<file path="config.mk">
export PLATFORM = sky130hd
export DESIGN_NAME = int_ex_unit
export DESIGN_NICKNAME = d
export VERILOG_FILES = /design/src/rtl/ex_pkg.sv /design/src/rtl/int_mul_iter.sv /design/src/rtl/int_ex_unit.sv
export SDC_FILE = /design/constraint.sdc
export NUM_CORES = 2
export LEC_CHECK = 0
export BUFFER_PORTS_ARGS = -buffer_cell sky130_fd_sc_hd__buf_4
export CAP_MARGIN = 20
export CORE_MARGIN = 8
export CORE_UTILIZATION = 25
export CTS_BUF_LIST = sky130_fd_sc_hd__clkbuf_4 sky130_fd_sc_hd__clkbuf_8
export DETAILED_ROUTE_END_ITERATION = 7
export GPL_TIMING_DRIVEN = 0
export MAX_ROUTING_LAYER = met4
export PLACE_DENSITY_LB_ADDON = 0.1
export SYNTH_ARGS = -nofsm -noshare
export SYNTH_HDL_FRONTEND = slang
export SYNTH_HIERARCHICAL = 1
export SYNTH_SLANG_ARGS = --single-unit
</file>
<file path="constraint.sdc">
create_clock -name clk -period 6.1 [get_ports clk]
set_input_delay 0 -clock clk [delete_from_list [all_inputs] [get_ports clk]]
set_output_delay 0 -clock clk [all_outputs]
set_load 0.05 [all_outputs]
</file>
<file path="src/rtl/ex_pkg.sv">
// Shared constants and types for the integer execution unit.
// Combinational definitions only; no latency.
// No flow control here; consumed by int_ex_unit and int_mul_iter.
package ex_pkg;

    localparam int XLEN_DEF  = 64;
    localparam int TAG_W_DEF = 6;

    localparam logic [6:0] OPC_OP        = 7'b0110011;
    localparam logic [6:0] OPC_OP_IMM    = 7'b0010011;

    localparam logic [6:0] FUNCT7_BASE   = 7'b0000000;
    localparam logic [6:0] FUNCT7_ALT    = 7'b0100000;
    localparam logic [6:0] FUNCT7_MULDIV = 7'b0000001;

    typedef enum logic [2:0] {
        F3_ADD  = 3'b000,
        F3_SLL  = 3'b001,
        F3_SLT  = 3'b010,
        F3_SLTU = 3'b011,
        F3_XOR  = 3'b100,
        F3_SR   = 3'b101,
        F3_OR   = 3'b110,
        F3_AND  = 3'b111
    } funct3_e;

    typedef enum logic {
        IDLE = 1'b0,
        MUL  = 1'b1
    } ex_state_e;

endpackage

</file>
<file path="src/rtl/int_mul_iter.sv">
// Radix-2 shift-add multiplier producing the low XLEN bits of a*b.
// Latency: start edge plus XLEN step edges; product valid alongside done_o.
// No backpressure: caller must not pulse start_i while a multiply is active.
import ex_pkg::*;

module int_mul_iter #(
    parameter int XLEN = XLEN_DEF
) (
    input  logic            clk,
    input  logic            res,
    input  logic            start_i,
    input  logic [XLEN-1:0] a_i,
    input  logic [XLEN-1:0] b_i,
    output logic            done_o,
    output logic [XLEN-1:0] product_o
);

    localparam int CW = $clog2(XLEN);

    logic            active_q, active_d;
    logic [CW-1:0]   cnt_q, cnt_d;
    logic [XLEN-1:0] acc_q, acc_d;
    logic [XLEN-1:0] mcand_q, mcand_d;
    logic [XLEN-1:0] mplier_q, mplier_d;
    logic [XLEN-1:0] acc_step;

    // Accumulator value after the current step; the last step's value is the product.
    assign acc_step  = acc_q + (mplier_q[0] ? mcand_q : '0);
    assign done_o    = active_q && (cnt_q == '0);
    assign product_o = acc_step;

    // Next-state: load on start, otherwise one shift-add step per active cycle.
    always_comb begin
        active_d = active_q;
        cnt_d    = cnt_q;
        acc_d    = acc_q;
        mcand_d  = mcand_q;
        mplier_d = mplier_q;
        if (start_i) begin
            active_d = 1'b1;
            cnt_d    = CW'(XLEN - 1);
            acc_d    = '0;
            mcand_d  = a_i;
            mplier_d = b_i;
        end else if (active_q) begin
            acc_d    = acc_step;
            mcand_d  = mcand_q << 1;
            mplier_d = mplier_q >> 1;
            if (cnt_q == '0) begin
                active_d = 1'b0;
            end else begin
                cnt_d = cnt_q - 1'b1;
            end
        end
    end

    // State registers; reset aborts any multiply in flight.
    always_ff @(posedge clk) begin
        if (res) begin
            active_q <= 1'b0;
            cnt_q    <= '0;
            acc_q    <= '0;
            mcand_q  <= '0;
            mplier_q <= '0;
        end else begin
            active_q <= active_d;
            cnt_q    <= cnt_d;
            acc_q    <= acc_d;
            mcand_q  <= mcand_d;
            mplier_q <= mplier_d;
        end
    end

endmodule

</file>
<file path="src/rtl/int_ex_unit.sv">
// Integer execution unit: RV64I OP/OP-IMM ALU plus iterative MUL.
// Latency: ALU and illegal ops 1 cycle; MUL XLEN+1 cycles from accept to result.
// Backpressure: stop_ex2rs is high while a MUL is in flight; results are never stalled.
import ex_pkg::*;

module int_ex_unit #(
    parameter int XLEN  = XLEN_DEF,
    parameter int TAG_W = TAG_W_DEF
) (
    input  logic             clk,
    input  logic             res,
    input  logic             valid_rs2ex,
    input  logic [6:0]       opcode_rs2ex,
    input  logic [2:0]       funct3_rs2ex,
    input  logic [11:0]      imm_rs2ex,
    input  logic [XLEN-1:0]  rs1_rs2ex,
    input  logic [XLEN-1:0]  rs2_rs2ex,
    input  logic [TAG_W-1:0] rd_rs2ex,
    input  logic [TAG_W-1:0] tag_rs2ex,
    output logic             stop_ex2rs,
    output logic [XLEN-1:0]  result_int2rs,
    output logic             valid_int2rs,
    output logic [TAG_W-1:0] rd_int2rs,
    output logic [TAG_W-1:0] tag_int2rob,
    output logic             exc_int2rob
);

    localparam int SHW = $clog2(XLEN);

    ex_state_e        state_q, state_d;
    logic             valid_q, valid_d;
    logic [XLEN-1:0]  result_q, result_d;
    logic [TAG_W-1:0] rd_q, rd_d;
    logic [TAG_W-1:0] tag_q, tag_d;
    logic             exc_q, exc_d;
    logic [TAG_W-1:0] mul_rd_q, mul_rd_d;
    logic [TAG_W-1:0] mul_tag_q, mul_tag_d;

    logic [XLEN-1:0]  imm_sext;
    logic [XLEN-1:0]  op_b;
    logic [SHW-1:0]   shamt;
    logic [6:0]       funct7;
    logic [XLEN-1:0]  alu_res;
    logic             illegal;
    logic             is_mul;
    logic             accept;
    logic             mul_done;
    logic [XLEN-1:0]  mul_product;

    assign imm_sext = {{(XLEN-12){imm_rs2ex[11]}}, imm_rs2ex};
    assign funct7   = imm_rs2ex[11:5];
    assign op_b     = (opcode_rs2ex == OPC_OP_IMM) ? imm_sext : rs2_rs2ex;
    assign shamt    = (opcode_rs2ex == OPC_OP_IMM) ? imm_rs2ex[SHW-1:0] : rs2_rs2ex[SHW-1:0];
    assign accept   = valid_rs2ex && (state_q == IDLE);

    assign stop_ex2rs    = (state_q == MUL);
    assign valid_int2rs  = valid_q;
    assign result_int2rs = result_q;
    assign rd_int2rs     = rd_q;
    assign tag_int2rob   = tag_q;
    assign exc_int2rob   = exc_q;

    // Decode and ALU; imm[10] selects SUB/SRA, shifts check the upper imm bits.
    always_comb begin
        alu_res = '0;
        illegal = 1'b0;
        is_mul  = 1'b0;
        if (opcode_rs2ex == OPC_OP && funct7 == FUNCT7_MULDIV) begin
            if (funct3_rs2ex == F3_ADD) is_mul  = 1'b1;
            else                        illegal = 1'b1;
        end else if (opcode_rs2ex == OPC_OP || opcode_rs2ex == OPC_OP_IMM) begin
            if (opcode_rs2ex == OPC_OP) begin
                if (funct7 == FUNCT7_ALT)
                    illegal = !(funct3_rs2ex == F3_ADD || funct3_rs2ex == F3_SR);
                else if (funct7 != FUNCT7_BASE)
                    illegal = 1'b1;
            end else if (funct3_rs2ex == F3_SLL) begin
                illegal = (imm_rs2ex[11:6] != 6'b000000);
            end else if (funct3_rs2ex == F3_SR) begin
                illegal = (imm_rs2ex[11:6] != 6'b000000) && (imm_rs2ex[11:6] != 6'b010000);
            end
            case (funct3_rs2ex)
                F3_ADD:  alu_res = (opcode_rs2ex == OPC_OP && imm_rs2ex[10])
                                   ? rs1_rs2ex - op_b : rs1_rs2ex + op_b;
                F3_SLL:  alu_res = rs1_rs2ex << shamt;
                F3_SLT:  alu_res = {{(XLEN-1){1'b0}}, $signed(rs1_rs2ex) < $signed(op_b)};
                F3_SLTU: alu_res = {{(XLEN-1){1'b0}}, rs1_rs2ex < op_b};
                F3_XOR:  alu_res = rs1_rs2ex ^ op_b;
                F3_SR:   alu_res = imm_rs2ex[10] ? $unsigned($signed(rs1_rs2ex) >>> shamt)
                                                 : rs1_rs2ex >> shamt;
                F3_OR:   alu_res = rs1_rs2ex | op_b;
                F3_AND:  alu_res = rs1_rs2ex & op_b;
                default: alu_res = '0;
            endcase
        end else begin
            illegal = 1'b1;
        end
    end

    // Next-state and output register: ALU results go out next cycle, MUL result on done.
    always_comb begin
        state_d   = state_q;
        valid_d   = 1'b0;
        result_d  = result_q;
        rd_d      = rd_q;
        tag_d     = tag_q;
        exc_d     = exc_q;
        mul_rd_d  = mul_rd_q;
        mul_tag_d = mul_tag_q;
        case (state_q)
            IDLE: begin
                if (accept) begin
                    if (is_mul) begin
                        state_d   = MUL;
                        mul_rd_d  = rd_rs2ex;
                        mul_tag_d = tag_rs2ex;
                    end else begin
                        valid_d  = 1'b1;
                        result_d = illegal ? '0 : alu_res;
                        rd_d     = rd_rs2ex;
                        tag_d    = tag_rs2ex;
                        exc_d    = illegal;
                    end
                end
            end
            MUL: begin
                if (mul_done) begin
                    state_d  = IDLE;
                    valid_d  = 1'b1;
                    result_d = mul_product;
                    rd_d     = mul_rd_q;
                    tag_d    = mul_tag_q;
                    exc_d    = 1'b0;
                end
            end
            default: state_d = IDLE;
        endcase
    end

    // State and output registers with synchronous reset.
    always_ff @(posedge clk) begin
        if (res) begin
            state_q   <= IDLE;
            valid_q   <= 1'b0;
            result_q  <= '0;
            rd_q      <= '0;
            tag_q     <= '0;
            exc_q     <= 1'b0;
            mul_rd_q  <= '0;
            mul_tag_q <= '0;
        end else begin
            state_q   <= state_d;
            valid_q   <= valid_d;
            result_q  <= result_d;
            rd_q      <= rd_d;
            tag_q     <= tag_d;
            exc_q     <= exc_d;
            mul_rd_q  <= mul_rd_d;
            mul_tag_q <= mul_tag_d;
        end
    end

    int_mul_iter #(.XLEN(XLEN)) u_mul (
        .clk       (clk),
        .res       (res),
        .start_i   (accept && is_mul),
        .a_i       (rs1_rs2ex),
        .b_i       (rs2_rs2ex),
        .done_o    (mul_done),
        .product_o (mul_product)
    );

endmodule
</file>
# After elaboration in Yosys (flattened, before gate mapping)
# Cells that the tools add are included.
[op_classes] mul=0 n_div=0 eq_ne=16 muxes=53 bitwise_logic=4 shifts=3 reduce_logical=18 n_lt_le_gt_ge=2 add_sub_neg=4
[op_table] operator="$mux W64" n=14
[op_table] operator="$pmux W64 S8" n=1
[op_table] operator="$add A64 B64 Y64" n=2
[op_table] operator="$lt A64 B64 Y1" n=2
[op_table] operator="$pmux W64 S2" n=1
[op_table] operator="$and A64 B64 Y64" n=1
[op_table] operator="$or A64 B64 Y64" n=1
[op_table] operator="$shl A64 B6 Y64" n=1
[op_table] operator="$shr A64 B6 Y64" n=1
[op_table] operator="$sshr A64 B6 Y64" n=1
[op_table] operator="$sub A64 B64 Y64" n=1
[op_table] operator="$xor A64 B64 Y64" n=1
[op_table] operator="$mux W6" n=10
[op_table] operator="$pmux W6 S2" n=2
[op_table] operator="$mux W1" n=22
[op_table] operator="$eq A7 B6 Y1 const B" n=2
[op_table] operator="$eq A3 B3 Y1 const B" n=4
[op_table] operator="$eq A7 B1 Y1 const B" n=1
[op_table] operator="$eq A7 B5 Y1 const B" n=1
[op_table] operator="$reduce_bool A7 Y1" n=1
[op_table] operator="$eq A3 B2 Y1 const B" n=2
[op_table] operator="$logic_and A1 B1 Y1" n=6
[op_table] operator="$logic_not A6 Y1" n=1
[op_table] operator="$ne A6 B5 Y1 const B" n=1
[op_table] operator="other kinds (14)" n=20
[totals] latch_bits=0 mem_count=0 reg_bits=290 mem_bits_rw=0 in_bits=165 mem_bits_ro=0

# Logic depth before layout (Yosys ltp)
[depth] depth_word=11 ltp_mapped=23 mapped_depth_nobuf=19

# By module
# Netlist, hierarchy kept.
[modules_own_cells] mod="int_ex_unit" cells_per_inst=3897 seq_area_each_um2=1821.7 area_per_inst_um2=24297.1 n_inst=1
[modules_own_cells] mod="int_mul_iter" cells_per_inst=1622 seq_area_each_um2=3983.8 area_per_inst_um2=12759.7 n_inst=1

# Worst setup path before layout
# No wires, ideal clock.
[synth_path] path_kind="input-to-reg" from="input opcode_rs2ex[2]" to="register result_q[63] (netlist: result_int2rs[63])" cell_stages=22 path_slack_ps=1264 arrival_ps=4733 t_required_ps=5997 path_cell_list="nand4bb_4 or3_1 buf_2 buf_2 mux2i_4 inv_2 clkbuf_1 clkbuf_1 buf_1 ha_1 clkbuf_1 o22ai_1 a211o_1 a31oi_1 a311oi_2 nor3_1 o21ai_1 a211oi_1 a21bo_2 o21ai_2 xnor2_1 a2111oi_2"
[synth_via] elab_chain_cells=11 elab_cells_between_ends=30
[synth_rtl] element="start, declared" line_no="int_ex_unit.sv:13" source="input logic [6:0] opcode_rs2ex,"
[synth_rtl] element="$eq A7 B5 Y1" line_no="int_ex_unit.sv:52, int_ex_unit.sv:53, int_ex_unit.sv:71"
[synth_rtl] element="$mux W64 or $mux W6 (tied branches)" line_no="int_ex_unit.sv:52, int_ex_unit.sv:53"
[synth_rtl] element="$add A64 B64 Y64 (tied with other cells)" line_no="int_ex_unit.sv:84" source="? rs1_rs2ex - op_b : rs1_rs2ex + op_b;"
[synth_rtl] element="$mux W64 (on tied branches)" line_no="int_ex_unit.sv:84, int_ex_unit.sv:89"
[synth_rtl] element="$pmux W64 S8" line_no="int_ex_unit.sv:82" source="case (funct3_rs2ex)"
[synth_rtl] element="$mux W64" line_no="int_ex_unit.sv:71" source="end else if (opcode_rs2ex == OPC_OP || opcode_rs2ex == OPC_OP_IMM) begin"
[synth_rtl] element="$mux W64" line_no="int_ex_unit.sv:68" source="if (opcode_rs2ex == OPC_OP && funct7 == FUNCT7_MULDIV) begin"
[synth_rtl] element="$mux W64" line_no="int_ex_unit.sv:119" source="result_d = illegal ? '0 : alu_res;"
[synth_rtl] element="$mux W64" line_no="int_ex_unit.sv:113" source="if (is_mul) begin"
[synth_rtl] element="$mux W64" line_no="int_ex_unit.sv:112" source="if (accept) begin"
[synth_rtl] element="$pmux W64 S2" line_no="int_ex_unit.sv:110" source="case (state_q)"
[synth_rtl] element="end signal, assigned" line_no="int_ex_unit.sv:154" source="result_q <= result_d;"
[synth_rtl] element="end, declared" line_no="int_ex_unit.sv:32" source="logic [XLEN-1:0] result_q, result_d;"
# Parallel ways exist; a longest one is shown, timed or not. The select of a mux whose other input is x is not followed.
# A chain may end at the register's enable or synchronous reset.

# Worst setup path in the final report
[layout_path] from="input opcode_rs2ex[6]" to="register result_q[42] (netlist: result_int2rs[42])"
# Same word-level chain as after synthesis.

==> flow_summary.toml <==
[clocking]
clock_latency_ns = 0.77
cts_made_buffers = 60
path_clk_slew_ns = 0.07
cts-root-buf = "clkbuf_8"
cts_sinks = 290
htree_levels = 2
cts_buffer_depth = 3
cts_tree = "built"

[floorplanning]
core_um2 = 147000
io_pins = 244
dieArea_um2 = 161000
die_h_um = 401
dieWidth_um = 401
num_rows = 141
initial_utilization = 0.251

[logic_synthesis]
ys.flop_type = "dfxtp_1"
yosys.area.top_type_share = 0.157
yosys_warnings = 6
syn_nets = 5935
syn_area_per_cell_um2 = 6.71
synthCells = 5519
yosysMostFrequentCell = "nor2_1"
async_flop_share = 0
synth_cell_type_count = 114
yosysTopAreaCell = "dfxtp_1"
ys_seq_area_frac = 0.157
synth_area_leaders = "dfxtp_1, a21oi_1, ha_1"
yosys_register_bits = 290
syn_area_um2 = 37100
synth_edf_count = 0
ys_top_cells_by_count = "nor2_1, a21oi_1, o21ai_0"

[final_layout]
fin_area_um2 = 45200
drive_gt1_frac = 0.110
fin_nets = 6436
area_growth_pct = 22.0

[routing]
routed_wl_um = 348000
num_vias = 50300
vias_per_cell = 6.23
drtIter0Drc = 7027
drc = 0
first_pass_iters = 6
ant_nets = 0
wl_per_cell_um = 43.1

[pwr]
share_comb_of_total_power = 0.454
intPower_uw = 4270
ir_worst_vdd_v = 0.000159
p_switching_uw = 3930
totalPowerFinal_uw = 8190
p_clk_frac = 0.311
sw_frac_of_total = 0.479
power.share.sequential = 0.236
leakagePower_uw = 0.0182
p_per_area_nw_per_um2 = 181

[run_status]
violations = "negative setup slack"
status = "complete, but fails checks"

[global_route]
overflow = 0
antenna_found_initial = 60
grt_max_degree = 29
track_usage = 0.418
grt_pass1_wl_um = 450000
grt_pass1_vias = 47000

[placed_design]
io_buffer_count = 242
placed_cell_area_um2 = 41900
hpwl_um = 286000
gp_congestion = 1.12

[setup_path]
max_stage_delay_ns = 0.68
critPathKind = "input pin to flip-flop"
path_max_fanout = 10
critPathLaunchType = "input pin"
arrival_ns = 6.98
crit_path_cell_trace = "buf_4, nor2b_4, nand4b_1, nand2_1, buf_2, clkdlybuf4s15_2, clkbuf_4, buf_2, ha_1, inv_1, ha_1, a31oi_1, o221ai_1, a21boi_1, o21ai_1, a31oi_1, o21ai_0, xnor2_1, o21ai_0, o31ai_1"
worstPathRequired_ns = 6.68
crit_path_top_delay_cell = "o31ai_1"
critPathCaptureType = "flip-flop"

[sta]
worst_slack_ns = -0.302
timing.final.crit_share = 1.05
finalHoldViolCount = 0
rsz0062_at_grt = "false"
clock_skew_ns = 0.0334
fmax_mhz = 156
worstMarginPinSlew_ns = 1.39
setup_viol = 16
slew_violations = 0
fin_crit_ns = 6.40
max_slew_margin = 0.0752

[worst_hold_path]
hp-class = "input pin to flip-flop"

[job]
cap_violations = 0
[per-layer routing]
metal	share of wire	track usage	up-vias
li1	-	-	21200
met3	0.10	0.134	624
met1	0.42	0.521	25400
met5	0	-	-
met2	0.41	0.582	3044
met4	0.069	0.251	0
[registers in the layout, summed over array words and instances, names as in the netlist]
name and flops:
result_int2rs 64, u_mul/mcand_q 64, mul_rd_q 6, exc_int2rob 1, mul_tag_q 6, rd_int2rs 6, valid_int2rs 1, tag_int2rob 6
u_mul/active_q 1, u_mul/mplier_q 64, stop_ex2rs 1, u_mul/cnt_q 6, u_mul/acc_q 64
[power groups by stage]
stage	Sequential, uW	Combinational (uW)	Clock, uW
2_1_floorplan	2010	1490	0
3_5_place_dp	1970	3380	0
6_report	1930	3720	2550
5_1_grt	1930	3690	2650
3_3_place_gp	1970	3380	0
4_1_cts	1930	3480	2590
[logic make-up after synthesis]
| logic type | count (synthesis) | share of synthesized area |
|---|---|---|
| adders and majority gates | 251 | 0.0852 |
| DFF | 290 | 0.157 |
| xor gates and xnor gates | 129 | 0.0307 |
| buffers and inverters | 685 | 0.0748 |
| muxes | 309 | 0.0851 |
| and+or+nand+nor | 1878 | 0.233 |
| AOI/OAI and AO/OA | 1977 | 0.334 |
[final timing paths]
kind                             startpoint                              end  slack (ns)  cells past startpoint
max                         opcode_rs2ex[6]   result_int2rs[42]$_SDFFE_PP0P_       -0.30                     20
min                           rs2_rs2ex[60]  u_mul/mplier_q[60]$_SDFFE_PP0P_        0.04                      4
max reg2reg  u_mul/mplier_q[0]$_SDFFE_PP0P_   result_int2rs[54]$_SDFFE_PP0P_       -0.01                     20
min reg2reg       mul_tag_q[4]$_SDFFE_PP0P_        mul_tag_q[4]$_SDFFE_PP0P_        0.45                      2
[worst max-delay path: cells and delay by family]
kind / cells / cell delay (ns)
compound gates: 8 / 2.94
fa+ha+maj: 2 / 0.43
simple gates: 3 / 1.02
buf+inv: 6 / 2.12
xor+xnor: 1 / 0.39
[per-stage QoR]
| stage | hold slack [ns] | TNS (ns) | utilization | setup slack [ns] | std cells |
|---|---|---|---|---|---|
| after CTS | 0.000758 | 0 | 0.304 | 0.0149 | 7996 |
| after global routing | 0.0470 | 0 | 0.306 | 0.00919 | 8052 |
| after detailed placement | 0.250 | -130.10 | 0.284 | -3.03 | 7744 |
| after floorplan | 0.0839 | 0 | - | 1.26 | 5519 |
| final | 0.0438 | -1.37 | 0.307 | -0.302 | 8075 |
| after global placement | 0.242 | -259.97 | 0.280 | -3.76 | 7691 |
[final cells by class]
cell class / count / area, um2
Fill cell: 16700 / 102000
Multi-Input combinational cell: 4544 / 28700
Sequential cell: 290 / 5810
Timing Repair Buffer: 448 / 3900
Tap cell: 1930 / 2410
Buffer: 444 / 1920
Clock buffer: 94 / 1190
Inverter: 232 / 873
Clock inverter: 19 / 244
Antenna cell: 74 / 185
[timing repair]
item | CTS | global route
endpoints found under the hold margin | 163 | 0
pin swaps | 0 | 1
buffers inserted | 1 | 1
setup endpoints to repair | 62 | 33
hold buffers | 144 | 0
resized for setup | 30 | 43
[layout by cell type, fill, tap and decap left out, types with 87 or more instances in the layout]
cell type      synthesis  layout
a211oi_1              91      89
a21o_1               116     116
a21oi_1              705     702
buf_2                 84      87
buf_4                  8     281
clkbuf_1             282     256
dfxtp_1              290     290
dlygate4sd3_1          0     144
ha_1                 249     249
inv_1                216     216
mux2i_1              285     285
nand2_1              373     373
nand3_1              253     253
nor2_1               730     728
nor3_1               152     151
o211ai_1             114     114
o21ai_0              428     421
xnor2_1               98      93
(Power assumes the default switching activity.)
